<file path="src/rtl/seven_seg_pkg.sv">
// Shared segment encodings and digit-select helper for the seven-segment scanner.
package seven_seg_pkg;

    localparam int SEG_W      = 7;
    localparam int MAX_DIGITS = 32;

    // Segment order is {a,b,c,d,e,f,g}, active high.
    localparam logic [SEG_W-1:0] SEG_0     = 7'b1111110;
    localparam logic [SEG_W-1:0] SEG_1     = 7'b0110000;
    localparam logic [SEG_W-1:0] SEG_2     = 7'b1101101;
    localparam logic [SEG_W-1:0] SEG_3     = 7'b1111001;
    localparam logic [SEG_W-1:0] SEG_4     = 7'b0110011;
    localparam logic [SEG_W-1:0] SEG_5     = 7'b1011011;
    localparam logic [SEG_W-1:0] SEG_6     = 7'b1011111;
    localparam logic [SEG_W-1:0] SEG_7     = 7'b1110000;
    localparam logic [SEG_W-1:0] SEG_8     = 7'b1111111;
    localparam logic [SEG_W-1:0] SEG_9     = 7'b1111011;
    localparam logic [SEG_W-1:0] SEG_A     = 7'b1110111;
    localparam logic [SEG_W-1:0] SEG_B     = 7'b0011111;
    localparam logic [SEG_W-1:0] SEG_C     = 7'b1001110;
    localparam logic [SEG_W-1:0] SEG_D     = 7'b0111101;
    localparam logic [SEG_W-1:0] SEG_E     = 7'b1001111;
    localparam logic [SEG_W-1:0] SEG_F     = 7'b1000111;
    localparam logic [SEG_W-1:0] SEG_BLANK = 7'b0000000;

    // Callers truncate the result to their own digit count.
    function automatic logic [MAX_DIGITS-1:0] digit_onehot(input int unsigned idx);
        logic [MAX_DIGITS-1:0] oh;
        oh = '0;
        oh[idx[4:0]] = 1'b1;
        return oh;
    endfunction

endpackage

</file>
<file path="src/rtl/hex_to_seg.sv">
// Combinational hex nibble to abcdefg segment decoder.
module hex_to_seg
    import seven_seg_pkg::*;
(
    input  logic [3:0]       nibble_i,
    output logic [SEG_W-1:0] seg_o
);

    always_comb begin
        seg_o = SEG_BLANK;
        unique case (nibble_i)
            4'h0: seg_o = SEG_0;
            4'h1: seg_o = SEG_1;
            4'h2: seg_o = SEG_2;
            4'h3: seg_o = SEG_3;
            4'h4: seg_o = SEG_4;
            4'h5: seg_o = SEG_5;
            4'h6: seg_o = SEG_6;
            4'h7: seg_o = SEG_7;
            4'h8: seg_o = SEG_8;
            4'h9: seg_o = SEG_9;
            4'hA: seg_o = SEG_A;
            4'hB: seg_o = SEG_B;
            4'hC: seg_o = SEG_C;
            4'hD: seg_o = SEG_D;
            4'hE: seg_o = SEG_E;
            4'hF: seg_o = SEG_F;
            default: seg_o = SEG_BLANK;
        endcase
    end

endmodule

</file>
<file path="src/rtl/seven_seg_scanner.sv">
// Multi-digit seven-segment scan controller with frame-synchronous value
// update and optional leading-zero blanking.
module seven_seg_scanner
    import seven_seg_pkg::*;
#(
    parameter int NUM_DIGITS = 4,
    parameter int SCAN_DIV   = 50000,
    parameter int DIV_W      = $clog2(SCAN_DIV)
) (
    input  logic                    clk,
    input  logic                    rst,
    input  logic                    en,
    input  logic                    load,
    input  logic [4*NUM_DIGITS-1:0] value,
    input  logic                    blank_lz,
    output logic                    ready,
    output logic [NUM_DIGITS-1:0]   digit_en,
    output logic [SEG_W-1:0]        seg,
    output logic                    frame_done
);

    localparam int IDX_W = $clog2(NUM_DIGITS);
    localparam logic [IDX_W-1:0] LAST_IDX = IDX_W'(NUM_DIGITS - 1);
    localparam logic [DIV_W-1:0] DIV_MAX  = DIV_W'(SCAN_DIV - 1);

    logic [DIV_W-1:0]        div_q, div_d;
    logic [IDX_W-1:0]        idx_q, idx_d;
    logic [4*NUM_DIGITS-1:0] shadow_q, shadow_d;
    logic [4*NUM_DIGITS-1:0] pending_q, pending_d;
    logic                    pend_flag_q, pend_flag_d;
    logic [NUM_DIGITS-1:0]   digit_en_q, digit_en_d;
    logic [SEG_W-1:0]        seg_q, seg_d;
    logic                    frame_done_q, frame_done_d;

    logic                    tick;
    logic                    boundary;
    logic [3:0]              cur_nib;
    logic [SEG_W-1:0]        dec_seg;
    logic [NUM_DIGITS-1:0]   lz_mask;
    logic                    blanked;

    assign tick     = en && (div_q == DIV_MAX);
    assign boundary = tick && (idx_q == LAST_IDX);
    assign cur_nib  = shadow_q[{idx_q, 2'b00} +: 4];

    hex_to_seg u_dec (
        .nibble_i (cur_nib),
        .seg_o    (dec_seg)
    );

    // lz_mask[k] is set when shadow nibbles k..NUM_DIGITS-1 are all zero.
    always_comb begin
        logic acc;
        acc     = 1'b1;
        lz_mask = '0;
        for (int unsigned k = NUM_DIGITS; k > 0; k--) begin
            acc          = acc && (shadow_q[4*(k-1) +: 4] == 4'h0);
            lz_mask[k-1] = acc;
        end
    end

    assign blanked = blank_lz && (idx_q != '0) && lz_mask[idx_q];

    always_comb begin
        div_d        = div_q;
        idx_d        = idx_q;
        shadow_d     = shadow_q;
        pending_d    = pending_q;
        pend_flag_d  = pend_flag_q;
        digit_en_d   = digit_en_q;
        seg_d        = seg_q;
        frame_done_d = 1'b0;

        if (!en) begin
            digit_en_d = '0;
            seg_d      = SEG_BLANK;
        end else begin
            div_d = tick ? '0 : div_q + DIV_W'(1);
        end

        if (tick) begin
            digit_en_d = NUM_DIGITS'(digit_onehot(32'(idx_q)));
            seg_d      = blanked ? SEG_BLANK : dec_seg;
            idx_d      = (idx_q == LAST_IDX) ? '0 : idx_q + IDX_W'(1);
        end

        if (boundary) begin
            frame_done_d = 1'b1;
            if (pend_flag_q) begin
                shadow_d    = pending_q;
                pend_flag_d = 1'b0;
            end
        end

        // A load coinciding with a boundary lands in pending for the next frame.
        if (load) begin
            pending_d   = value;
            pend_flag_d = 1'b1;
        end
    end

    always_ff @(posedge clk or posedge rst) begin
        if (rst) begin
            div_q        <= '0;
            idx_q        <= '0;
            shadow_q     <= '0;
            pending_q    <= '0;
            pend_flag_q  <= 1'b0;
            digit_en_q   <= '0;
            seg_q        <= '0;
            frame_done_q <= 1'b0;
        end else begin
            div_q        <= div_d;
            idx_q        <= idx_d;
            shadow_q     <= shadow_d;
            pending_q    <= pending_d;
            pend_flag_q  <= pend_flag_d;
            digit_en_q   <= digit_en_d;
            seg_q        <= seg_d;
            frame_done_q <= frame_done_d;
        end
    end

    assign ready      = ~pend_flag_q;
    assign digit_en   = digit_en_q;
    assign seg        = seg_q;
    assign frame_done = frame_done_q;

endmodule

</file>
<file path="config.mk">
export PLATFORM = sky130hd
export DESIGN_NAME = seven_seg_scanner
export DESIGN_NICKNAME = d
export VERILOG_FILES = /design/src/rtl/seven_seg_pkg.sv /design/src/rtl/hex_to_seg.sv /design/src/rtl/seven_seg_scanner.sv
export SDC_FILE = /design/constraint.sdc
export NUM_CORES = 1
export LEC_CHECK = 0
export ABC_CLOCK_PERIOD_IN_PS = 6900
export BUFFER_PORTS_ARGS = -buffer_cell sky130_fd_sc_hd__buf_4
export CORE_ASPECT_RATIO = 1.75
export CORE_MARGIN = 2
export CORE_UTILIZATION = 63
export DETAILED_ROUTE_END_ITERATION = 7
export MAX_ROUTING_LAYER = met4
export PLACE_DENSITY = 0.95
export SLEW_MARGIN = 20
export SYNTH_ARGS = -nofsm -noshare
export SYNTH_HDL_FRONTEND = slang
export SYNTH_SLANG_ARGS = --single-unit
export TNS_END_PERCENT = 50
</file>
<file path="constraint.sdc">
create_clock -name clk -period 6.9 [get_ports clk]
set_input_delay 1.725 -clock clk [delete_from_list [all_inputs] [get_ports clk]]
set_output_delay 1.725 -clock clk [all_outputs]
set_load 0.005 [all_outputs]
</file>
; ---- After elaboration in Yosys (flattened, before gate mapping)
; Memory sizes are Yosys's and may differ from the RTL's.
; Cells that the tools add are included.
[classes]
bitwise = 1
n_eq_ne = 3
reduce_logical = 15
muxes = 14
mul = 0
n_shift = 1
add_sub_neg = 2
n_div = 0
n_lt_le_gt_ge = 3
[ops]
columns = op, n
row1 = two-way mux 7 bit, 3
row2 = "adder 16 x 1 -> 16 bit, second input constant", 1
row3 = "== test 16 bit, second input constant", 1
row4 = logical NOT 4 bit, 4
row5 = two-way mux 16 bit, 1
row6 = indexed part select 16 x 5 -> 4 bit, 1
row7 = logical AND 1 bit, 8
row8 = two-way mux 4 bit, 2
row9 = "less-than comparator 2 x 6 -> 1 bit, second input constant", 1
row10 = two-way mux 1 bit, 5
row11 = nonzero test 2 bit, 2
row12 = "less-than comparator 2 x 3 -> 1 bit, second input constant", 1
row13 = "adder 2 x 1 -> 2 bit, second input constant", 1
row14 = binary-select mux 1 bit (select 2 bit), 1
row15 = demux 1 bit (select 2 bit), 1
row16 = "== test 2 bit, second input constant", 1
row17 = ">= comparator 2 x 1 -> 1 bit, second input constant", 1
row18 = two-way mux 2 bit, 1
row19 = "!= test 2 x 1 -> 1 bit, second input constant", 1
row20 = AND reduction 2 bit, 1
row21 = NOT 1 bit, 1
[word_totals]
in_bits = 21
latch_bits = 0
reg_bits = 63
mem_count = 1
wordCells = 48
out_inout_bits = 13
ramBits = 0
romBits = 112
[memory_table]
columns = memory, words, word_bits, rd, rd_clocked_by_memory_dff, wr, line_no
row1 = (no name shown), 16, 7, 1, 0, 0, hex_to_seg.sv:11  ; unique case (nibble_i)

; ---- Longest topological paths before layout
[depth]
ltp_word = 9
depth_mapped = 9
mapped_depth_nobuf = 7

; ---- Hierarchy
; From an unflattened synthesis, not the netlist that was laid out.
[unflattened]
cells_unflattened = 240
hier_area_um2 = 3066.7
[modules_own_cells]
columns = module, seq_area_each_um2, instances, cells_each, area_per_inst_um2
row1 = seven_seg_scanner, 1576.5, 1, 207, 2783.9
row2 = hex_to_seg, 0.0, 1, 33, 282.8

; ---- Worst setup path after synthesis
; OpenSTA, ideal clock, no wires.
[synth_timing]
path_type = in2reg
start = in en
end = reg shadow_q[0]
setup_slack_ps = 3870
cell_stages = 6
arrival_time_ps = 2905
required_time_ps = 6775
setup_time_ps = 125
n_path_buf = 2
cell_sequence = buf_2 -> clkinv_1 -> nor2_1 -> nand4_4 -> buf_6 -> mux2_4
[synth_between]
elab_chain_cells = 3
[synth_rtl]
columns = element, line_no
row1 = "start, declared", seven_seg_scanner.sv:12  ; input logic en,
row2 = logical AND 1 bit, seven_seg_scanner.sv:42  ; assign tick = en && (div_q == DIV_MAX);
row3 = logical AND 1 bit, seven_seg_scanner.sv:43  ; assign boundary = tick && (idx_q == LAST_IDX);
row4 = AND reduction 2 bit (no line), n/a
row5 = "end signal, assigned", seven_seg_scanner.sv:115  ; shadow_q <= shadow_d;
row6 = "end, declared", seven_seg_scanner.sv:28  ; logic [4*NUM_DIGITS-1:0] shadow_q, shadow_d;
; Every way passes these cells.
; A chain may end at the register's enable or synchronous reset.

; ---- Worst setup path after layout
[layout_timing]
start = in en
end = reg shadow_q[8]
; Same word-level chain as after synthesis.

==> metrics.yaml <==
grt_util_met3_pct: 3.73
max_stage_delay_ns: 0.42
path_clk_slew_ns: 0.07
syn_area_mm2: 0.00315
drt-initial-drc-count: 72
synth_ff_type: "dfrtp_1"
drive_gt1_share_pct: 29.1
grt-busiest-layer: "met2"
fill_cells: 312
route.antenna.remaining_nets: 0
die_h_um: 97.6
status: "finished, final reports clean"
first_pass_iters: 5
crit_type: "input pin to flip-flop"
wl_per_cell_um: 16.9
cts_made_buffers: 9
grt_pass1_wl_mm: 10.3
drv_cap: 0
max_freq_mhz: 350
nets: 340
setup_viol: 0
cts.path.max_buffers: 2
gp_congestion: 0.926
worstPathRequired_ns: 7.13
placed_cells: 351
netlist_top_cells_area: "dfrtp_1, mux2_2, mux2_4, ha_1, nand2_1"
swShare_pct: 23.0
r2r_end: "seg[6]"
pin_count: 34
synthCells: 272
r2r_slack_ns: 4.37
cts_max_level: 3
cp.arrival_ns: 3.09
cts_sinks: 63
yosysTopAreaCell: "dfrtp_1"
cts_resized: 0
grtUsageMet1_pct: 27.6
power_density_mw_per_mm2: 232
worstSkewPairLatency_ns: 0.34
power_frac_clock_pct: 42.2
min_from: "seg[5]"
seqPwrFrac_pct: 49.9
reg2reg_depth: 7
io_buffers: 33
cts-root-buf: "clkbuf_8"
tns_ns: 0
crit_fanout: 16
power.leakage_nw: 1.74
viasPerCell: 6.00
p_comb_share_pct: 7.9
antenna_found_initial: 0
vias: 2201
clock_skew_ns: 0.00693
synth_most_common_cell: "dfrtp_1"
syn2layout_area_growth_pct: 15.9
final-max-slew-violation-count: 0
worstMarginPinSlew_ns: 0.763
core_mm2: 0.00489
period_share_pct: 41.4
cp_slowest_cell: "mux2_4"
hold_class: "flip-flop to flip-flop"
start_kind: "input pin"
fin_crit_ns: 2.86
worstHoldEndpoint: "seg[5]"
ir_drop_mv: 0.285
synth-seq-cells: 63
end_kind: "flip-flop"
start_util_pct: 64.5
grt_use_met2_pct: 42.4
worstPathCellList: "buf_4, clkinv_1, nor2_1, nand4_4, mux2_4"
p_sw_mw: 0.195
final_cells: 367
grt_max_degree: 64
wirelength_mm: 6.19
synth_cell_types: 45
yosysTopAreaCellShare_pct: 50.0
grt_pass1_vias: 2217
synth_seq_area_share_pct: 50.0
cts_tree: "done"
ctsHoldBuffers: 0
grtUsageTotal_pct: 24.8
die_x_um: 57.5
r2r_start: "idx_q[0]"
p_int_mw: 0.653
yosys_warnings: 0
worstHoldPathCells: 2
hold_violations: 0
postCtsSetupBuffers: 0
syn-num-nets: 304
multi_input_area_mm2: 0.00150
overflow: 0
die-area_mm2: 0.00561
post-dp-hpwl_mm: 4.48
row_count: 34
rsz0062_at_grt: "false"
synthTopCellsByCount: "dfrtp_1, nand2_1, mux2_2, nor2_1"
synth_edf_count: 0
ys_async_sr_fraction_pct: 100
n_antenna_cell: 0
syn_area_per_cell_um2: 11.6
relSlewSlack_pct: 49.1
regArea_mm2: 0.00158
drcViolationCount: 0
-- stage by stage --
stage	worst slack, ns	area, um^2	hold WS, ns	util [%]	total power [mW]
detailed placement	3.69	3430	0.467	70.2	0.496
floorplan	3.61	3150	0.467	-	0.470
CTS	4.05	3660	0.481	74.7	0.853
global route	3.91	3660	0.534	74.7	0.877
global placement	3.75	3430	0.466	70.2	0.490
finish	4.04	3660	0.481	74.7	0.847
-- worst max path at each step --
| stage | startpoint | slack, ns | cells past startpoint | endpoint |
|---|---|---|---|---|
| detailed placement | en | 3.69 | 5 | shadow_q[8] |
| CTS | en | 4.05 | 5 | shadow_q[3] |
| global placement | en | 3.75 | 5 | shadow_q[7] |
| finish | en | 4.04 | 5 | shadow_q[8] |
| floorplan | rst | 3.61 | 1 | digit_en[0] |
| global route | en | 3.91 | 5 | shadow_q[0] |
-- registers in the layout, summed over array words and instances (netlist names) --
| register | flops |
|---|---|
| frame_done | 1 |
| idx_q | 2 |
| pend_flag_q | 1 |
| shadow_q | 16 |
| digit_en | 4 |
| seg | 7 |
| div_q | 16 |
| pending_q | 16 |
-- cell usage in the layout (no fill, tap or decap), types with 4 or more instances in the layout --
cell / count
xnor2_1: 9
nor3_1: 5
nor4_1: 6
o21ai_0: 5
xor2_1: 7
mux2_2: 23
and3_1: 4
o31ai_1: 4
mux2_4: 10
dfrtp_1: 63
nor2_1: 16
a21oi_1: 11
nand2_1: 31
nand4_1: 5
ha_1: 11
inv_1: 8
nand3_1: 7
mux2i_1: 4
clkbuf_8: 11
buf_4: 34
-- cell type report --
cell class,instances,area share [%]
Clock buffer,13,4.35
Clock inverter,3,1.78
Inverter,10,1.03
Tap cell,54,1.85
Timing Repair Buffer,34,6.98
Multi-Input combinational cell,190,40.9
Sequential cell,63,43.1
-- power by group through the flow --
stage / sequential [mW] / combinational [mW] / clock [mW]
2_1_floorplan: 0.419 / 0.0505 / 0
3_3_place_gp: 0.425 / 0.0646 / 0
3_5_place_dp: 0.428 / 0.0674 / 0
4_1_cts: 0.422 / 0.0681 / 0.363
5_1_grt: 0.426 / 0.0739 / 0.377
6_report: 0.422 / 0.0669 / 0.358
-- cell families (layout without fill, tap and decap cells) --
family,Yosys count,in the layout,share of synthesized area [%]
adders and majority gates,11,11,4.36
AOI/OAI and AO/OA,30,30,6.03
xor gates and xnor gates,16,16,4.44
buffers and inverters,19,60,2.62
and+or+nand+nor,93,93,16.2
DFF,63,63,50.0
muxes,40,40,16.4
-- per-layer routing --
layer / part of all wire, % / vias up
met1: 39 / 1076
met5: 0 / -
li1: - / 1041
met4: 2.4 / 0
met3: 3.7 / 18
met2: 55 / 66
-- worst max-delay path, delay by kind of cell --
kind	cells	cell delay [ns]
muxes	1	0.42
and+or+nand+nor	2	0.60
buffers and inverters	2	0.33
No activity file was read; power rests on OpenSTA's default activity.
